[src/rtl/mult_pkg.sv]
// Shared types and sizing helpers for the sequential carry-save multiplier.
package mult_pkg;

    localparam int DEFAULT_WIDTH = 8;

    typedef enum logic [1:0] {
        IDLE    = 2'd0,
        ACCUM   = 2'd1,
        RESOLVE = 2'd2,
        DONE    = 2'd3
    } state_t;

    // One extra bit so the counter can hold WIDTH itself.
    function automatic int cnt_w(input int width);
        return $clog2(width) + 1;
    endfunction

endpackage

[src/rtl/csa_row.sv]
// N-bit 3:2 compressor row; carry output is returned unshifted.
module csa_row #(
    parameter int N = 16
) (
    input  logic [N-1:0] x,
    input  logic [N-1:0] y,
    input  logic [N-1:0] z,
    output logic [N-1:0] s,
    output logic [N-1:0] c
);

    for (genvar i = 0; i < N; i++) begin : g_fa
        fulladder u_fa (
            .a    (x[i]),
            .b    (y[i]),
            .cin  (z[i]),
            .s    (s[i]),
            .cout (c[i])
        );
    end

endmodule

[src/rtl/fulladder.sv]
// Single-bit full adder cell.
module fulladder (
    input  logic a,
    input  logic b,
    input  logic cin,
    output logic s,
    output logic cout
);

    assign s    = a ^ b ^ cin;
    assign cout = (a & b) | (cin & (a ^ b));

endmodule

[src/rtl/csa_mult_seq_ctrl.sv]
// Iterative unsigned multiplier: one CSA row reused per multiplier bit,
// then a single carry-propagate add, with valid/ready on both sides.
module csa_mult_seq_ctrl
    import mult_pkg::*;
#(
    parameter int WIDTH      = DEFAULT_WIDTH,
    parameter int EARLY_EXIT = 0
) (
    input  logic               clk,
    input  logic               rst_n,
    input  logic               in_valid,
    output logic               in_ready,
    input  logic [WIDTH-1:0]   a,
    input  logic [WIDTH-1:0]   b,
    input  logic               abort,
    output logic               out_valid,
    input  logic               out_ready,
    output logic [2*WIDTH-1:0] product,
    output logic               busy
);

    localparam int PW = 2 * WIDTH;
    localparam int CW = cnt_w(WIDTH);

    state_t         state, state_nxt;
    logic [WIDTH-1:0] a_reg, b_reg, b_shift;
    logic [PW-1:0]  sum, carry, pp, s, c;
    logic [CW-1:0]  count, count_inc;
    logic           b_bit, last_bit;

    assign count_inc = count + CW'(1);
    assign b_shift   = b_reg >> count;
    assign b_bit     = b_shift[0];
    assign pp        = b_bit ? ({{WIDTH{1'b0}}, a_reg} << count) : '0;

    // Early exit looks at the bits still to be processed after this edge.
    assign last_bit = (count == CW'(WIDTH - 1)) ||
                      ((EARLY_EXIT != 0) && ((b_reg >> count_inc) == '0));

    csa_row #(.N(PW)) u_row (
        .x (sum),
        .y (carry),
        .z (pp),
        .s (s),
        .c (c)
    );

    always_ff @(posedge clk or negedge rst_n) begin
        if (!rst_n) begin
            state <= IDLE;
        end else begin
            state <= state_nxt;
        end
    end

    // abort wins over every other transition, but only while work is in flight.
    always_comb begin
        state_nxt = state;
        in_ready  = 1'b0;
        out_valid = 1'b0;
        busy      = 1'b0;
        case (state)
            IDLE: begin
                in_ready = 1'b1;
                if (in_valid) state_nxt = ACCUM;
            end
            ACCUM: begin
                busy = 1'b1;
                if (abort)         state_nxt = IDLE;
                else if (last_bit) state_nxt = RESOLVE;
            end
            RESOLVE: begin
                busy = 1'b1;
                if (abort) state_nxt = IDLE;
                else       state_nxt = DONE;
            end
            DONE: begin
                out_valid = 1'b1;
                if (out_ready) state_nxt = IDLE;
            end
            default: state_nxt = IDLE;
        endcase
    end

    always_ff @(posedge clk or negedge rst_n) begin
        if (!rst_n) begin
            a_reg   <= '0;
            b_reg   <= '0;
            sum     <= '0;
            carry   <= '0;
            count   <= '0;
            product <= '0;
        end else begin
            case (state)
                IDLE: begin
                    if (in_valid) begin
                        a_reg <= a;
                        b_reg <= b;
                        sum   <= '0;
                        carry <= '0;
                        count <= '0;
                    end
                end
                ACCUM: begin
                    if (!abort) begin
                        sum   <= s;
                        carry <= c << 1;
                        count <= count_inc;
                    end
                end
                RESOLVE: begin
                    if (!abort) product <= sum + carry;
                end
                default: ;
            endcase
        end
    end

endmodule
[config.mk]
export PLATFORM = sky130hd
export DESIGN_NAME = csa_mult_seq_ctrl
export DESIGN_NICKNAME = d
export VERILOG_FILES = /design/src/rtl/mult_pkg.sv /design/src/rtl/csa_row.sv /design/src/rtl/fulladder.sv /design/src/rtl/csa_mult_seq_ctrl.sv
export SDC_FILE = /design/constraint.sdc
export NUM_CORES = 1
export LEC_CHECK = 0
export CORE_ASPECT_RATIO = 2
export CORE_MARGIN = 3
export CORE_UTILIZATION = 50
export CTS_CLUSTER_DIAMETER = 40
export DETAILED_ROUTE_END_ITERATION = 7
export GPL_TIMING_DRIVEN = 0
export PLACE_DENSITY = 0.71
export SETUP_SLACK_MARGIN = 0.4
export SLEW_MARGIN = 20
export SYNTH_ARGS = -nofsm -noshare
export SYNTH_HDL_FRONTEND = slang
export SYNTH_SLANG_ARGS = --single-unit
export TNS_END_PERCENT = 20
[constraint.sdc]
create_clock -name clk -period 6.4 [get_ports clk]
set_input_delay 1.28 -clock clk [delete_from_list [all_inputs] [get_ports clk]]
set_output_delay 1.28 -clock clk [all_outputs]
set_load 0.01 [all_outputs]
* Word-level counts from Yosys, hierarchy flattened
Cells that the tools add are included.
Cells by class: add/subtract/negate cells 2, equal/unequal tests 8, shifts and indexed selects 2, mux-type cells 18, bitwise operators 78, reduce and logical (&&, ||, !) cells 7
Operator list (count):
- $mux W16 | 4
- $pmux W16 S2 | 2
- $xor A1 B1 Y1 | 32
- $and A1 B1 Y1 | 30
- $add A16 B16 Y16 | 1
- $shl A8 B4 Y16 | 1
- $or A1 B1 Y1 | 15
- $mux W2 | 5
- $mux W4 | 2
- $pmux W2 S4 | 1
- $pmux W4 S2 | 1
- $shr A8 B4 Y1 | 1
- $ne A2 B2 Y1 const B | 3
- $reduce_and A3 Y1 | 2
- $add A4 B1 Y4 const B | 1
- $eq A2 B2 Y1 const B | 2
- $eq A4 B3 Y1 const B | 1
- $reduce_and A2 Y1 | 2
- $mux W1 | 3
- $ne A3 B3 Y1 const B | 1
- $eq A2 B1 Y1 const B | 1
- $logic_not A2 Y1 | 1
- $reduce_bool A2 Y1 | 1
- $reduce_or A2 Y1 | 1
- $not A1 Y1 | 1
Word-level totals: register bits after elaboration 70, bits of input ports 21, output and inout bits 19, logic and storage cells 122

* Logic depth before layout (Yosys ltp)
word-level depth 6, mapped depth 8, mapped depth without buffers 8

* Hierarchy
From an unflattened synthesis, not the netlist that was laid out.
Second synthesis, totals: cell total of the unflattened synthesis 368, area, all modules 4025.1 um^2
By module, submodules not included:
- csa_mult_seq_ctrl | times used 1, cells an instance 352, area each 3704.8 um^2
- fulladder | times used 16, cells an instance 1, area each 20.0 um^2

* Worst setup path before layout
OpenSTA, ideal clock, no wires.
kind in2reg, from in in_valid, to reg a_reg[0], arrival time 2.059 ns, required time 6.275 ns, setup slack 4.217 ns, stages 3, buffers on the path 1, cells stage by stage nand2_1 -> buf_2 -> mux2_2
Between the ends: longest elaborated chain between the ends 1
RTL lines:
- from (decl) | RTL line csa_mult_seq_ctrl.sv:11 | input logic in_valid,
- $reduce_and A2 Y1 (no line)
- to (signal assigned) | RTL line csa_mult_seq_ctrl.sv:87 | a_reg <= '0;
- to (signal assigned) | RTL line csa_mult_seq_ctrl.sv:97 | a_reg <= a;
- to (decl) | RTL line csa_mult_seq_ctrl.sv:26 | logic [WIDTH-1:0] a_reg, b_reg, b_shift;
Every way passes these cells. A chain may end at the register's enable or synchronous reset.

* Final worst setup path
from reg state[0], to out in_ready
Between the ends: longest elaborated chain between the ends 2
RTL lines:
- from (decl) | RTL line csa_mult_seq_ctrl.sv:25 | state_t state, state_nxt;
- from (signal assigned) | RTL line csa_mult_seq_ctrl.sv:52 | state <= state_nxt;
- $logic_not A2 Y1 | RTL line csa_mult_seq_ctrl.sv:62 | case (state)
- $mux W1 | RTL line csa_mult_seq_ctrl.sv:62
- to (decl) | RTL line csa_mult_seq_ctrl.sv:12 | output logic in_ready,
Every way passes these cells.

==> flow_metrics.py <==
metrics = {
    "grt": {
        "grt-ovfl-total": 0,
        "antenna_found_initial": 0,
        "grt_pass1_vias": 3240,
        "grt_max_degree": 46,
        "grt_usage_pct": 22.07,
        "grt_pass1_wl_um": 15820,
    },
    "logic_synthesis": {
        "synth_ff_type": "dfrtp_1",
        "yosys.area.top_type": "dfrtp_1",
        "synth_most_common_cell": "dfrtp_1",
        "async_flop_share_pct": 100.0,
        "synthTopCellsByCount": "69 x dfrtp_1, 42 x nand2_1, 29 x a22o_1",
        "synth_edf_count": 0,
        "netlist_instances": 394,
        "ys_seq_elements": 69,
        "yosysWarnings": 0,
        "yosysSeqAreaShare_pct": 41.95,
        "synth_top_cells_by_area": "dfrtp_1 42%, fa_1 7.3%, a22o_1 6.2%",
        "syn_area_sq_um": 4116,
        "synth_area_per_cell_sq_um": 10.45,
        "syn_nets": 450,
        "synth_top_cell_area_share_pct": 41.95,
        "synth.distinct_cells": 48,
    },
    "power_and_ir_drop": {
        "swShare_pct": 36.49,
        "p_leak_nw": 2.273,
        "p_clk_share_pct": 27.5,
        "p_total_mw": 2.092,
        "seqPwrFrac_pct": 31.8,
        "power_frac_comb_pct": 40.7,
        "p_sw_uw": 763.3,
        "p_per_area_nw_per_um2": 418.4,
        "intPower_mw": 1.329,
        "ir_drop_uv": 296.5,
    },
    "placed_design": {
        "io_buffers": 39,
        "dp_hpwl_um": 7419,
        "dp_cells": 530,
        "post-place-ws_ns": 3.228,
        "gp_congestion": 0.8383,
    },
    "worst_setup_path": {
        "worst_ep_arrival_time_ns": 1.69,
        "crit_required_ns": 5.12,
        "cp_max_fo": 6,
        "slowest_stage": "clkdlybuf4s50_1",
        "cpPeakStageDelay_ns": 0.58,
        "crit_chain": "inv_1, ha_1, clkdlybuf4s50_1",
        "crit_path_start_kind": "flip-flop",
        "worstSetupEndpointType": "output pin",
        "crit_buf_inv": 2,
        "cp_top_family": "buffers and inverters",
        "worstSetupPathType": "flip-flop to output pin",
    },
    "cts": {
        "clk_pin_slew_ns": 0.06,
        "postCtsSetupBuffers": 0,
        "cts_hold_buffers": 0,
        "htree_levels": 3,
        "tritoncts": "built",
        "clockBufferDepth": 2,
        "clk-insertion-delay-late_ns": 0.34,
        "cts_root_buf": "clkbuf_16",
        "ctsResizeCount": 0,
        "cts_made_buffers": 9,
        "cts_num_sinks": 69,
    },
    "floorplan": {
        "die_x_um": 70.16,
        "io_pins": 40,
        "dieArea_sq_um": 9424,
        "row_count": 46,
        "dieHeight_um": 134.3,
        "initial_utilization_pct": 51.45,
        "core-area_sq_um": 8000,
    },
    "timing": {
        "fin_crit_ns": 2.972,
        "finalSetupViolCount": 0,
        "relSlewSlack_pct": 51.77,
        "finalHoldViolCount": 0,
        "setup_tns_ns": 0,
        "skew_ns": 0.005368,
        "timing.fmax_ghz": 0.3365,
        "finalWorstSetupSlack_ns": 3.428,
        "period_share_pct": 46.44,
        "worst_pin_slew_ns": 0.7187,
        "rsz0062_at_grt": "no",
        "maxSlewViolCount": 0,
    },
    "cells_and_area": {
        "top_regs": "product (16), sum (16), carry (15)",
        "drive_gt1_share_pct": 12.44,
        "layout-area-overhead-vs-synth_pct": 21.46,
        "fillers": 667,
        "fin_nets": 501,
        "seq_area_sq_um": 1727,
        "diodes": 0,
        "final_cells": 546,
        "multiInputGateArea_sq_um": 2250,
    },
    "flow_run": {
        "drv_cap": 0,
    },
    "route": {
        "avgViaCountPerCell": 5.797,
        "wl_per_cell_um": 17.12,
        "first_pass_iters": 4,
        "drc": 0,
        "postRouteAntennaNets": 0,
        "drtIter0Drc": 174,
        "vias": 3165,
        "drt-total-wl_um": 9349,
    },
    "outcome": {
        "status": "finished clean",
    },
    "hold_path": {
        "hold_class": "flip-flop to flip-flop",
    },
}
-- per-stage QoR --
step	cell area, sq um	hold slack (ns)	utilization (%)
2_1_floorplan	4116	0.4683	-
3_3_place_gp	4627	0.4573	57.84
3_5_place_dp	4652	0.4699	58.15
4_1_cts	5000	0.4828	62.50
5_1_grt	5000	0.5098	62.50
6_report	5000	0.4749	62.50
-- cells in the final DEF (no fill, tap or decap), types with 9 or more instances in the layout --
| cell | netlist | layout |
|---|---|---|
| inv_1 | 13 | 13 |
| clkdlybuf4s50_1 | 0 | 38 |
| nand3_1 | 10 | 10 |
| nand2_1 | 42 | 42 |
| a22o_1 | 29 | 29 |
| ha_1 | 20 | 20 |
| mux2_2 | 21 | 21 |
| nor2_1 | 28 | 28 |
| fa_1 | 15 | 15 |
| clkbuf_16 | 0 | 9 |
| clkbuf_1 | 9 | 9 |
| buf_2 | 9 | 9 |
| dfrtp_1 | 69 | 69 |
| o21ai_0 | 19 | 19 |
| a21oi_1 | 17 | 17 |
-- cell families (layout without fill, tap and decap cells) --
kind of cell,Yosys count,after routing,share of synthesized area (%)
multiplexers,30,30,8.541
AND/OR/NAND/NOR,115,115,12.92
XOR/XNOR,7,7,1.489
AO/OA/AOI/OAI,105,105,18.33
adder cells (fa/ha/maj),35,35,13.37
flip-flops,69,69,41.95
buffers and inverters,33,89,3.404
-- path summary, 6_finish.rpt --
check	from	end	slack, ns	cells past startpoint
max reg2reg	carry[1]	product[13]	4.04	8
max	state[0]	in_ready	3.43	3
min in group asynchronous	rst_n	a_reg[6]	0.85	1
max in group asynchronous	rst_n	carry[5]	5.02	2
min reg2reg	product[8]	product[8]	0.47	2
min	product[8]	product[8]	0.47	2
-- power groups by stage --
stage                     clock [mW]  combinational, mW  sequential [mW]
after floorplan                    0              0.587            0.655
after global placement             0              0.824            0.661
after detailed placement           0              0.857            0.670
after CTS                      0.585              0.860            0.665
after global routing           0.606              0.953            0.686
final                          0.575              0.852            0.665
-- worst min-delay path: cells and delay by family (launching register included) --
| kind | cells | cell delay [ns] |
|---|---|---|
| AO/OA/AOI/OAI | 1 | 0.05 |
| flip-flops | 1 | 0.34 |
| AND/OR/NAND/NOR | 1 | 0.05 |
-- layout make-up --
cell class	instances	share of cell area, %
Buffer	20	1.827
Timing Repair Buffer	40	8.308
Sequential cell	69	34.53
Multi-Input combinational cell	292	44.99
Tap cell	96	2.402
Clock buffer	9	4.505
Inverter	13	0.9760
Clock inverter	7	2.452
-- per-layer routing --
layer | routed length, um | up-vias | global-route usage, %
li1 | - | 1526 | -
met1 | 3297 | 1521 | 22.95
met2 | 5141 | 83 | 39.15
met5 | 0 | - | 0
met3 | 280 | 35 | 3.751
met4 | 629 | 0 | 15.88
Note: power is estimated with default switching activity, not from simulation.
